**config.mk**
```make
export PLATFORM = sky130hd
export DESIGN_NAME = jk_stream_gen_flat
export DESIGN_NICKNAME = d
export VERILOG_FILES = /design/src/rtl/ubit_pkg.sv /design/src/rtl/jk_stream_gen_if.sv /design/src/rtl/ubit_cnt_src.sv /design/src/rtl/jk_stream_gen.sv /design/src/flat_wrapper.sv
export SDC_FILE = /design/constraint.sdc
export NUM_CORES = 1
export LEC_CHECK = 0
export ABC_CLOCK_PERIOD_IN_PS = 2400
export CORE_MARGIN = 2
export CORE_UTILIZATION = 53
export CTS_CLUSTER_DIAMETER = 30
export DETAILED_ROUTE_END_ITERATION = 10
export PLACE_DENSITY = 0.82
export SLEW_MARGIN = 20
export SYNTH_ARGS = -nofsm -noshare
export SYNTH_HDL_FRONTEND = slang
export SYNTH_HIERARCHICAL = 1
export SYNTH_SLANG_ARGS = --single-unit
```
**constraint.sdc**
```tcl
create_clock -name clk -period 2.4 [get_ports clk]
set_clock_uncertainty 0.2 [all_clocks]
set_input_delay 0.48 -clock clk [delete_from_list [all_inputs] [get_ports clk]]
set_output_delay 0.48 -clock clk [all_outputs]
set_load 0.02 [all_outputs]
```
**src/rtl/ubit_pkg.sv**
```systemverilog
// Shared types and helpers for the unary bitstream generator.
package ubit_pkg;

  typedef enum logic {IDLE, RUN} gen_state_t;

  // Reverses the low `width` bits of v; upper bits of the result are zero.
  function automatic logic [31:0] bitrev(input logic [31:0] v, input int unsigned width);
    logic [31:0] r;
    r = '0;
    for (int unsigned i = 0; i < width; i++) begin
      r[width-1-i] = v[i];
    end
    return r;
  endfunction

endpackage

```
**src/rtl/jk_stream_gen_if.sv**
```systemverilog
// Handshake, operand and bitstream signals of jk_stream_gen.
interface jk_stream_gen_if #(
  parameter int unsigned WIDTH = 8
);
  logic             start;
  logic [WIDTH-1:0] a_in;
  logic [WIDTH-1:0] b_in;
  logic             hold;
  logic             ready;
  logic             busy;
  logic             J;
  logic             K;
  logic             valid;
  logic             last;

  modport master (
    output start, a_in, b_in, hold,
    input  ready, busy, J, K, valid, last
  );

  modport slave (
    input  start, a_in, b_in, hold,
    output ready, busy, J, K, valid, last
  );
endinterface

```
**src/rtl/ubit_cnt_src.sv**
```systemverilog
// Window counter: free-running up-count with enable and clear, plus its bit-reversed view.
module ubit_cnt_src
  import ubit_pkg::*;
#(
  parameter int unsigned WIDTH = 8
) (
  input  logic             clk,
  input  logic             rst_n,
  input  logic             en_i,
  input  logic             clr_i,
  output logic [WIDTH-1:0] cnt_o,
  output logic [WIDTH-1:0] cnt_rev_o,
  output logic             wrap_o
);

  logic [WIDTH-1:0] cnt_d, cnt_q;

  always_comb begin
    cnt_d = cnt_q;
    if (clr_i) begin
      cnt_d = '0;
    end else if (en_i) begin
      cnt_d = cnt_q + WIDTH'(1);
    end
  end

  always_ff @(posedge clk or negedge rst_n) begin
    if (!rst_n) begin
      cnt_q <= '0;
    end else begin
      cnt_q <= cnt_d;
    end
  end

  assign cnt_o     = cnt_q;
  assign cnt_rev_o = WIDTH'(bitrev(32'(cnt_q), WIDTH));
  assign wrap_o    = &cnt_q;

endmodule

```
**src/rtl/jk_stream_gen.sv**
```systemverilog
// Dual-channel unary bitstream generator: J rate a/2^WIDTH from the up-count,
// K rate b/2^WIDTH from the bit-reversed count, over one 2^WIDTH-cycle window.
module jk_stream_gen
  import ubit_pkg::*;
#(
  parameter int unsigned WIDTH = 8
) (
  input logic             clk,
  input logic             rst_n,
  jk_stream_gen_if.slave  bus
);

  gen_state_t       state_d, state_q;
  logic [WIDTH-1:0] a_d, a_q, b_d, b_q;
  logic             j_d, j_q, k_d, k_q;
  logic             valid_d, valid_q, last_d, last_q;

  logic [WIDTH-1:0] cnt, cnt_rev;
  logic             wrap, cnt_en, cnt_clr;
  logic             ready, busy;

  ubit_cnt_src #(
    .WIDTH (WIDTH)
  ) u_cnt_src (
    .clk       (clk),
    .rst_n     (rst_n),
    .en_i      (cnt_en),
    .clr_i     (cnt_clr),
    .cnt_o     (cnt),
    .cnt_rev_o (cnt_rev),
    .wrap_o    (wrap)
  );

  always_ff @(posedge clk or negedge rst_n) begin
    if (!rst_n) begin
      state_q <= IDLE;
    end else begin
      state_q <= state_d;
    end
  end

  always_comb begin
    state_d = state_q;
    unique case (state_q)
      IDLE: if (bus.start) state_d = RUN;
      RUN:  if (!bus.hold && wrap) state_d = IDLE;
    endcase
  end

  // Status and counter control depend on state only, never combinationally on start->ready.
  always_comb begin
    ready   = (state_q == IDLE);
    busy    = (state_q == RUN);
    cnt_clr = ready && bus.start;
    cnt_en  = busy && !bus.hold;
  end

  always_comb begin
    a_d     = a_q;
    b_d     = b_q;
    j_d     = j_q;
    k_d     = k_q;
    valid_d = 1'b0;
    last_d  = 1'b0;
    if (cnt_clr) begin
      a_d = bus.a_in;
      b_d = bus.b_in;
    end
    if (cnt_en) begin
      j_d     = (a_q > cnt);
      k_d     = (b_q > cnt_rev);
      valid_d = 1'b1;
      last_d  = wrap;
    end
  end

  always_ff @(posedge clk or negedge rst_n) begin
    if (!rst_n) begin
      a_q     <= '0;
      b_q     <= '0;
      j_q     <= 1'b0;
      k_q     <= 1'b0;
      valid_q <= 1'b0;
      last_q  <= 1'b0;
    end else begin
      a_q     <= a_d;
      b_q     <= b_d;
      j_q     <= j_d;
      k_q     <= k_d;
      valid_q <= valid_d;
      last_q  <= last_d;
    end
  end

  assign bus.ready = ready;
  assign bus.busy  = busy;
  assign bus.J     = j_q;
  assign bus.K     = k_q;
  assign bus.valid = valid_q;
  assign bus.last  = last_q;

endmodule

```
**src/flat_wrapper.sv**
```systemverilog
// flat-port wrapper written by rule: the top's interface ports become plain ports
module jk_stream_gen_flat import ubit_pkg::*;
#(
  parameter int unsigned WIDTH = 8
)
  (clk, rst_n, bus_start, bus_a_in, bus_b_in, bus_hold, bus_ready, bus_busy, bus_J, bus_K, bus_valid, bus_last);
  jk_stream_gen_if #(.WIDTH(WIDTH)) bus_i ();
  input logic clk;
  input logic rst_n;
  input wire logic [$bits(bus_i.start)-1:0] bus_start;
  input wire logic [$bits(bus_i.a_in)-1:0] bus_a_in;
  input wire logic [$bits(bus_i.b_in)-1:0] bus_b_in;
  input wire logic [$bits(bus_i.hold)-1:0] bus_hold;
  output wire logic [$bits(bus_i.ready)-1:0] bus_ready;
  output wire logic [$bits(bus_i.busy)-1:0] bus_busy;
  output wire logic [$bits(bus_i.J)-1:0] bus_J;
  output wire logic [$bits(bus_i.K)-1:0] bus_K;
  output wire logic [$bits(bus_i.valid)-1:0] bus_valid;
  output wire logic [$bits(bus_i.last)-1:0] bus_last;
  assign bus_i.start = bus_start;
  assign bus_i.a_in = bus_a_in;
  assign bus_i.b_in = bus_b_in;
  assign bus_i.hold = bus_hold;
  assign bus_ready = bus_i.ready;
  assign bus_busy = bus_i.busy;
  assign bus_J = bus_i.J;
  assign bus_K = bus_i.K;
  assign bus_valid = bus_i.valid;
  assign bus_last = bus_i.last;
  jk_stream_gen #(.WIDTH(WIDTH)) u_core (.clk(clk), .rst_n(rst_n), .bus(bus_i));
endmodule
```
==> results of run 1 <==
==> metrics by stage <==
step | hold slack [ns] | instance area [um^2] | total power [mW] | instances | util
floorplan | -0.0156 | 1660 | 1.16 | 152 | -
global placement | 0.298 | 1880 | 1.24 | 201 | 0.627
detailed placement | 0.308 | 1880 | 1.29 | 201 | 0.627
CTS | 0.328 | 1940 | 1.60 | 208 | 0.645
global route | 0.344 | 1940 | 1.71 | 208 | 0.645
finish | 0.327 | 1940 | 1.59 | 208 | 0.645
==> power by group <==
part	switching [mW]	internal [mW]	total, mW
registers	0.135	0.588	0.723
logic	0.284	0.283	0.567
clock network	0.164	0.138	0.302
total	0.583	1.01	1.59
==> synthesized netlist by cell type <==
| library cell | n | area (um^2) |
|---|---|---|
| a21oi_1 | 11 | 55.1 |
| and2_1 | 1 | 6.26 |
| buf_1 | 1 | 3.75 |
| buf_12 | 1 | 20.0 |
| buf_4 | 9 | 67.6 |
| buf_6 | 1 | 11.3 |
| dfrtp_1 | 29 | 726 |
| ha_1 | 17 | 213 |
| inv_1 | 17 | 63.8 |
| mux2_2 | 9 | 101 |
| mux2_4 | 5 | 75.1 |
| mux2i_1 | 1 | 10.0 |
| nand2_1 | 8 | 30.0 |
| nand3_1 | 3 | 15.0 |
| nand4_1 | 6 | 37.5 |
| nand4_4 | 1 | 21.3 |
| nor2_1 | 10 | 37.5 |
| nor2_4 | 1 | 11.3 |
| nor2b_1 | 2 | 12.5 |
| nor2b_2 | 1 | 8.76 |
| o211ai_1 | 4 | 30.0 |
| o21ai_0 | 4 | 20.0 |
| o21ai_1 | 1 | 5.00 |
| o221a_2 | 2 | 22.5 |
| or3_1 | 3 | 18.8 |
| xnor2_1 | 1 | 8.76 |
| xor2_1 | 3 | 26.3 |
==> routing by layer <==
| layer | part of all wire | track usage | routed length, um | vias up |
|---|---|---|---|---|
| li1 | - | - | - | 560 |
| met1 | 0.40 | 0.227 | 1280 | 577 |
| met2 | 0.54 | 0.365 | 1700 | 24 |
| met3 | 0.040 | 0.0649 | 128 | 6 |
| met4 | 0.017 | 0.0762 | 55 | 0 |
| met5 | 0 | 0 | 0 | - |
==> critical path, stage by stage, from the launching register on <==
cell	delay, ns
dfrtp_1	0.42
inv_1	0.12
clkdlybuf4s50_1	0.62
==> how the worst min path moves through the flow <==
stage / from / endpoint / slack, ns / cells after the start
after floorplan: rst_n / u_core/a_q[0]$_DFFE_PN0P_ / -0.02 / 0
after global placement: u_core/a_q[1]$_DFFE_PN0P_ / u_core/a_q[1]$_DFFE_PN0P_ / 0.30 / 1
after detailed placement: u_core/b_q[5]$_DFFE_PN0P_ / u_core/b_q[5]$_DFFE_PN0P_ / 0.31 / 1
after CTS: rst_n / u_core/b_q[1]$_DFFE_PN0P_ / 0.33 / 2
after global routing: u_core/b_q[7]$_DFFE_PN0P_ / u_core/b_q[7]$_DFFE_PN0P_ / 0.34 / 1
final: rst_n / u_core/b_q[0]$_DFFE_PN0P_ / 0.33 / 2
==> area by class of cell <==
cell class | count | area (um^2) | area share
Multi-Input combinational cell | 94 | 766 | 0.395
Sequential cell | 29 | 726 | 0.375
Timing Repair Buffer | 28 | 285 | 0.147
Inverter | 17 | 63.8 | 0.0329
Clock buffer | 7 | 55.1 | 0.0284
Tap cell | 33 | 41.3 | 0.0213
==> cells by family after synthesis <==
logic type	synth area share
and+or+nand+nor	0.120
buffers and inverters	0.100
DFF	0.438
AOI/OAI and AO/OA	0.0800
adders and majority gates	0.128
muxes	0.112
xor gates and xnor gates	0.0211
==> sequential cells by signal, summed over array words and instances (netlist names) <==
| name | cells |
|---|---|
| u_core/bus.J | 1 |
| u_core/bus.last | 1 |
| u_core/u_cnt_src/cnt_o | 8 |
| u_core/bus.K | 1 |
| u_core/bus.valid | 1 |
| u_core/a_q | 8 |
| u_core/b_q | 8 |
| u_core/bus.busy | 1 |
==> impl_metrics.json, run 1 <==
{
  "status": "finished clean",
  "die_area_um2": 3590,
  "fill_cells": 242,
  "rsz0062_at_grt": "no",
  "min_path_type": "primary input to async pin",
  "antenna_found_initial": 0,
  "r2r_cells": 6,
  "slew-limit-headroom": 0.748,
  "grt_pass1_wl_mm": 5.24,
  "tns_ns": 0,
  "startpoint_type": "flip-flop",
  "final_common_cell": "dfrtp_1",
  "nets": 212,
  "design.core.area_um2": 3000,
  "cp-startpoint": "u_core/bus.busy$_DFF_PN0_",
  "worst_slack_ns": 0.241,
  "postCtsHoldBufs": 0,
  "initial_core_util": 0.552,
  "cts_max_level": 2,
  "ys_types": 27,
  "fmax_mhz": 463,
  "die_x_um": 59.9,
  "r2r_end": "u_core/bus.J$_DFFE_PN0P_",
  "syn-num-nets": 189,
  "clock_path_buffers": 2,
  "finalSetupViolations": 0,
  "cp_data_required_time_ns": 1.72,
  "layout_min_cycle_time_ns": 2.16,
  "syn_area_um2": 1660,
  "cts_buffers": 5,
  "antennaDiodeCount": 0,
  "max-vdd-ir-drop_v": 0.000386,
  "fin_crit_sh": 0.900,
  "p_per_area_nw_per_um2": 822,
  "port_buffers": 25,
  "ant_nets": 0,
  "layout_common_cells": "29 x dfrtp_1, 25 x clkdlybuf4s50_1, 17 x inv_1, 17 x ha_1, 11 x a21oi_1",
  "end_kind": "output pin",
  "p_leak_nw": 0.870,
  "ctsResizeCount": 0,
  "drcViolationCount": 0,
  "hold_violations": 0,
  "area_growth_pct": 16.8,
  "crit_end": "bus_ready",
  "syn_avg_cell_area_um2": 10.9,
  "clkTransAtPathRegs_ns": 0.09,
  "timing.rr.start": "u_core/u_cnt_src/cnt_o[1]$_DFFE_PN0P_",
  "rows": 20,
  "drtIter0Drc": 28,
  "worst_pin_slew_ns": 0.378,
  "crit_fanout": 4,
  "num_vias": 1167,
  "syn_inst": 152,
  "seq_area_frac_synth": 0.438,
  "wl_mm": 3.16,
  "drive_above_1_share": 0.160,
  "drv_cap": 0,
  "r2r_slack_ns": 0.64,
  "cts_tree": "built",
  "hpwl_mm": 2.29,
  "wl_per_cell_um": 15.2,
  "place_ws_ns": 0.340,
  "dr.pass1.iters": 4,
  "postCtsSetupBuffers": 0,
  "grtUsageTotal": 0.205,
  "ys_seq_elements": 29,
  "grt_max_degree": 30,
  "clockRootBuffer": "clkbuf_4",
  "clock_latency_ns": 0.33,
  "cp.arrival_ns": 1.48,
  "crit_type": "flip-flop to output pin",
  "gp_congestion": 0.818,
  "ys_warn_count": 6,
  "drt-vias-per-instance": 5.61,
  "io_pins": 26,
  "cts_sinks": 29,
  "grt_overflow": 0,
  "dieHeight_um": 59.9,
  "grt_pass1_vias": 1171,
  "timing.final.max_slew_violations": 0
}
Power figures use the tool's default switching activity.
==> inputs of run 2 (changes only) <==
--- a/config.mk
+++ b/config.mk
@@ -5,12 +5,12 @@
 export SDC_FILE = /design/constraint.sdc
 export NUM_CORES = 1
 export LEC_CHECK = 0
-export ABC_CLOCK_PERIOD_IN_PS = 2400
-export CORE_MARGIN = 2
-export CORE_UTILIZATION = 53
+export ABC_CLOCK_PERIOD_IN_PS = 2550
+export CORE_UTILIZATION = 55
 export CTS_CLUSTER_DIAMETER = 30
 export DETAILED_ROUTE_END_ITERATION = 10
-export PLACE_DENSITY = 0.82
+export GPL_ROUTABILITY_DRIVEN = 0
+export PLACE_DENSITY = 0.84
 export SLEW_MARGIN = 20
 export SYNTH_ARGS = -nofsm -noshare
 export SYNTH_HDL_FRONTEND = slang
==> constraint.sdc (replaced) <==
create_clock -name clk -period 2.55 [get_ports clk]
set_clock_uncertainty 0.2 [all_clocks]
set_input_delay 0.51 -clock clk [delete_from_list [all_inputs] [get_ports clk]]
set_output_delay 0.51 -clock clk [all_outputs]
set_load 0.02 [all_outputs]
==> impl_metrics.json, run 2 (synthesized netlist as in run 1, its figures left out) <==
{
  "status": "finished with violations",
  "violations": "design-rule violations",
  "antenna_found_initial": 0,
  "port_buffers": 25,
  "ant_nets": 0,
  "fill_cells": 192,
  "timing.final.max_slew_violations": 0,
  "grt_max_degree": 30,
  "area_growth_pct": 16.8,
  "wl_mm": 2.95,
  "r2r_slack_ns": 0.75,
  "postCtsSetupBuffers": 0,
  "p_per_area_nw_per_um2": 789,
  "cts_buffers": 5,
  "timing.rr.start": "u_core/bus.busy$_DFF_PN0_",
  "drt-vias-per-instance": 5.76,
  "fmax_mhz": 457,
  "crit_type": "flip-flop to output pin",
  "final_common_cell": "dfrtp_1",
  "crit_fanout": 4,
  "clock_path_buffers": 2,
  "min_path_type": "flip-flop to flip-flop",
  "cp-startpoint": "u_core/bus.busy$_DFF_PN0_",
  "clkTransAtPathRegs_ns": 0.08,
  "worst_slack_ns": 0.361,
  "dr.pass1.iters": 7,
  "r2r_end": "u_core/u_cnt_src/cnt_o[7]$_DFFE_PN0P_",
  "drive_above_1_share": 0.170,
  "cp_data_required_time_ns": 1.84,
  "nets": 212,
  "num_vias": 1192,
  "hold_violations": 0,
  "finalSetupViolations": 0,
  "hpwl_mm": 2.12,
  "ctsResizeCount": 0,
  "layout_common_cells": "29 x dfrtp_1, 25 x clkdlybuf4s50_1, 17 x inv_1, 17 x ha_1, 11 x a21oi_1",
  "drtIter0Drc": 29,
  "drv_cap": 0,
  "grt_overflow": 0,
  "max-vdd-ir-drop_v": 0.000483,
  "postCtsHoldBufs": 0,
  "cp.arrival_ns": 1.48,
  "final_cells": 207,
  "p_leak_nw": 0.878,
  "initial_core_util": 0.591,
  "fin_crit_sh": 0.858,
  "clock_latency_ns": 0.33,
  "rows": 19,
  "worst_pin_slew_ns": 0.383,
  "wl_per_cell_um": 14.2,
  "io_pins": 26,
  "design.core.area_um2": 2810,
  "dieHeight_um": 56.9,
  "grtUsageTotal": 0.212,
  "die_x_um": 56.9,
  "grt_pass1_wl_mm": 5.06,
  "cts_sinks": 29,
  "tns_ns": 0,
  "r2r_cells": 5,
  "drcViolationCount": 2,
  "cts_max_level": 2,
  "startpoint_type": "flip-flop",
  "rsz0062_at_grt": "no",
  "clockRootBuffer": "clkbuf_4",
  "crit_end": "bus_ready",
  "grt_pass1_vias": 1178,
  "layout_min_cycle_time_ns": 2.19,
  "slew-limit-headroom": 0.744,
  "die_area_um2": 3240,
  "placed_cells": 199,
  "cts_tree": "built",
  "end_kind": "output pin",
  "place_ws_ns": 0.319,
  "antennaDiodeCount": 0
}
run 2: changes by cell type in the layout (fill, tap and decap cells not counted), sizes merged:
cell / previous run / this run
clkinv: 0 / 1
run 2: power breakdown:
| part | total [mW] | switching (mW) | internal [mW] |
|---|---|---|---|
| Sequential | 0.680 | 0.126 | 0.554 |
| Clock | 0.319 | 0.160 | 0.160 |
| Combinational | 0.528 | 0.264 | 0.264 |
| Total | 1.53 | 0.550 | 0.978 |
run 2: how the worst min path moves through the flow:
stage                                          from                         to  slack [ns]  cells after the start
after floorplan                               rst_n  u_core/a_q[0]$_DFFE_PN0P_        0.01                      0
after global placement    u_core/b_q[7]$_DFFE_PN0P_  u_core/b_q[7]$_DFFE_PN0P_        0.30                      1
after detailed placement  u_core/b_q[4]$_DFFE_PN0P_  u_core/b_q[4]$_DFFE_PN0P_        0.30                      1
after CTS                 u_core/b_q[4]$_DFFE_PN0P_  u_core/b_q[4]$_DFFE_PN0P_        0.33                      1
after global routing      u_core/b_q[4]$_DFFE_PN0P_  u_core/b_q[4]$_DFFE_PN0P_        0.34                      1
final                     u_core/b_q[4]$_DFFE_PN0P_  u_core/b_q[4]$_DFFE_PN0P_        0.32                      1
run 2: critical path: stages, from the launching register on:
cell and delay (ns):
dfrtp_1 0.42, inv_1 0.12, clkdlybuf4s50_1 0.62
run 2: final cells by class:
cell class	instances	area, um^2	area share
Clock inverter	1	5.00	0.00258
Tap cell	31	38.8	0.0200
Inverter	17	63.8	0.0329
Multi-Input combinational cell	94	766	0.395
Clock buffer	7	65.1	0.0336
Sequential cell	29	726	0.375
Timing Repair Buffer	28	273	0.141
run 2: stage by stage:
stage	hold WS (ns)	utilization	power (mW)	cell area [um^2]
floorplan	0.0144	-	1.09	1660
global placement	0.302	0.665	1.17	1870
detailed placement	0.302	0.665	1.21	1870
CTS	0.325	0.690	1.54	1940
global route	0.345	0.690	1.64	1940
finish	0.321	0.690	1.53	1940
run 2: per-layer routing:
metal  GRT usage  share of wire  vias up
li1            -              -      569
met1       0.262           0.43      587
met2       0.336           0.51       28
met3      0.0553          0.043        8
met4       0.122          0.015        0
met5           0              0        -
==> inputs of run 3 (changes only) <==
--- a/config.mk
+++ b/config.mk
@@ -11,7 +11,6 @@
 export DETAILED_ROUTE_END_ITERATION = 10
 export GPL_ROUTABILITY_DRIVEN = 0
 export PLACE_DENSITY = 0.84
-export SLEW_MARGIN = 20
 export SYNTH_ARGS = -nofsm -noshare
 export SYNTH_HDL_FRONTEND = slang
 export SYNTH_HIERARCHICAL = 1
==> results of run 3 <==
Same layout as run 2: the final DEF is identical, and so are final timing and power.
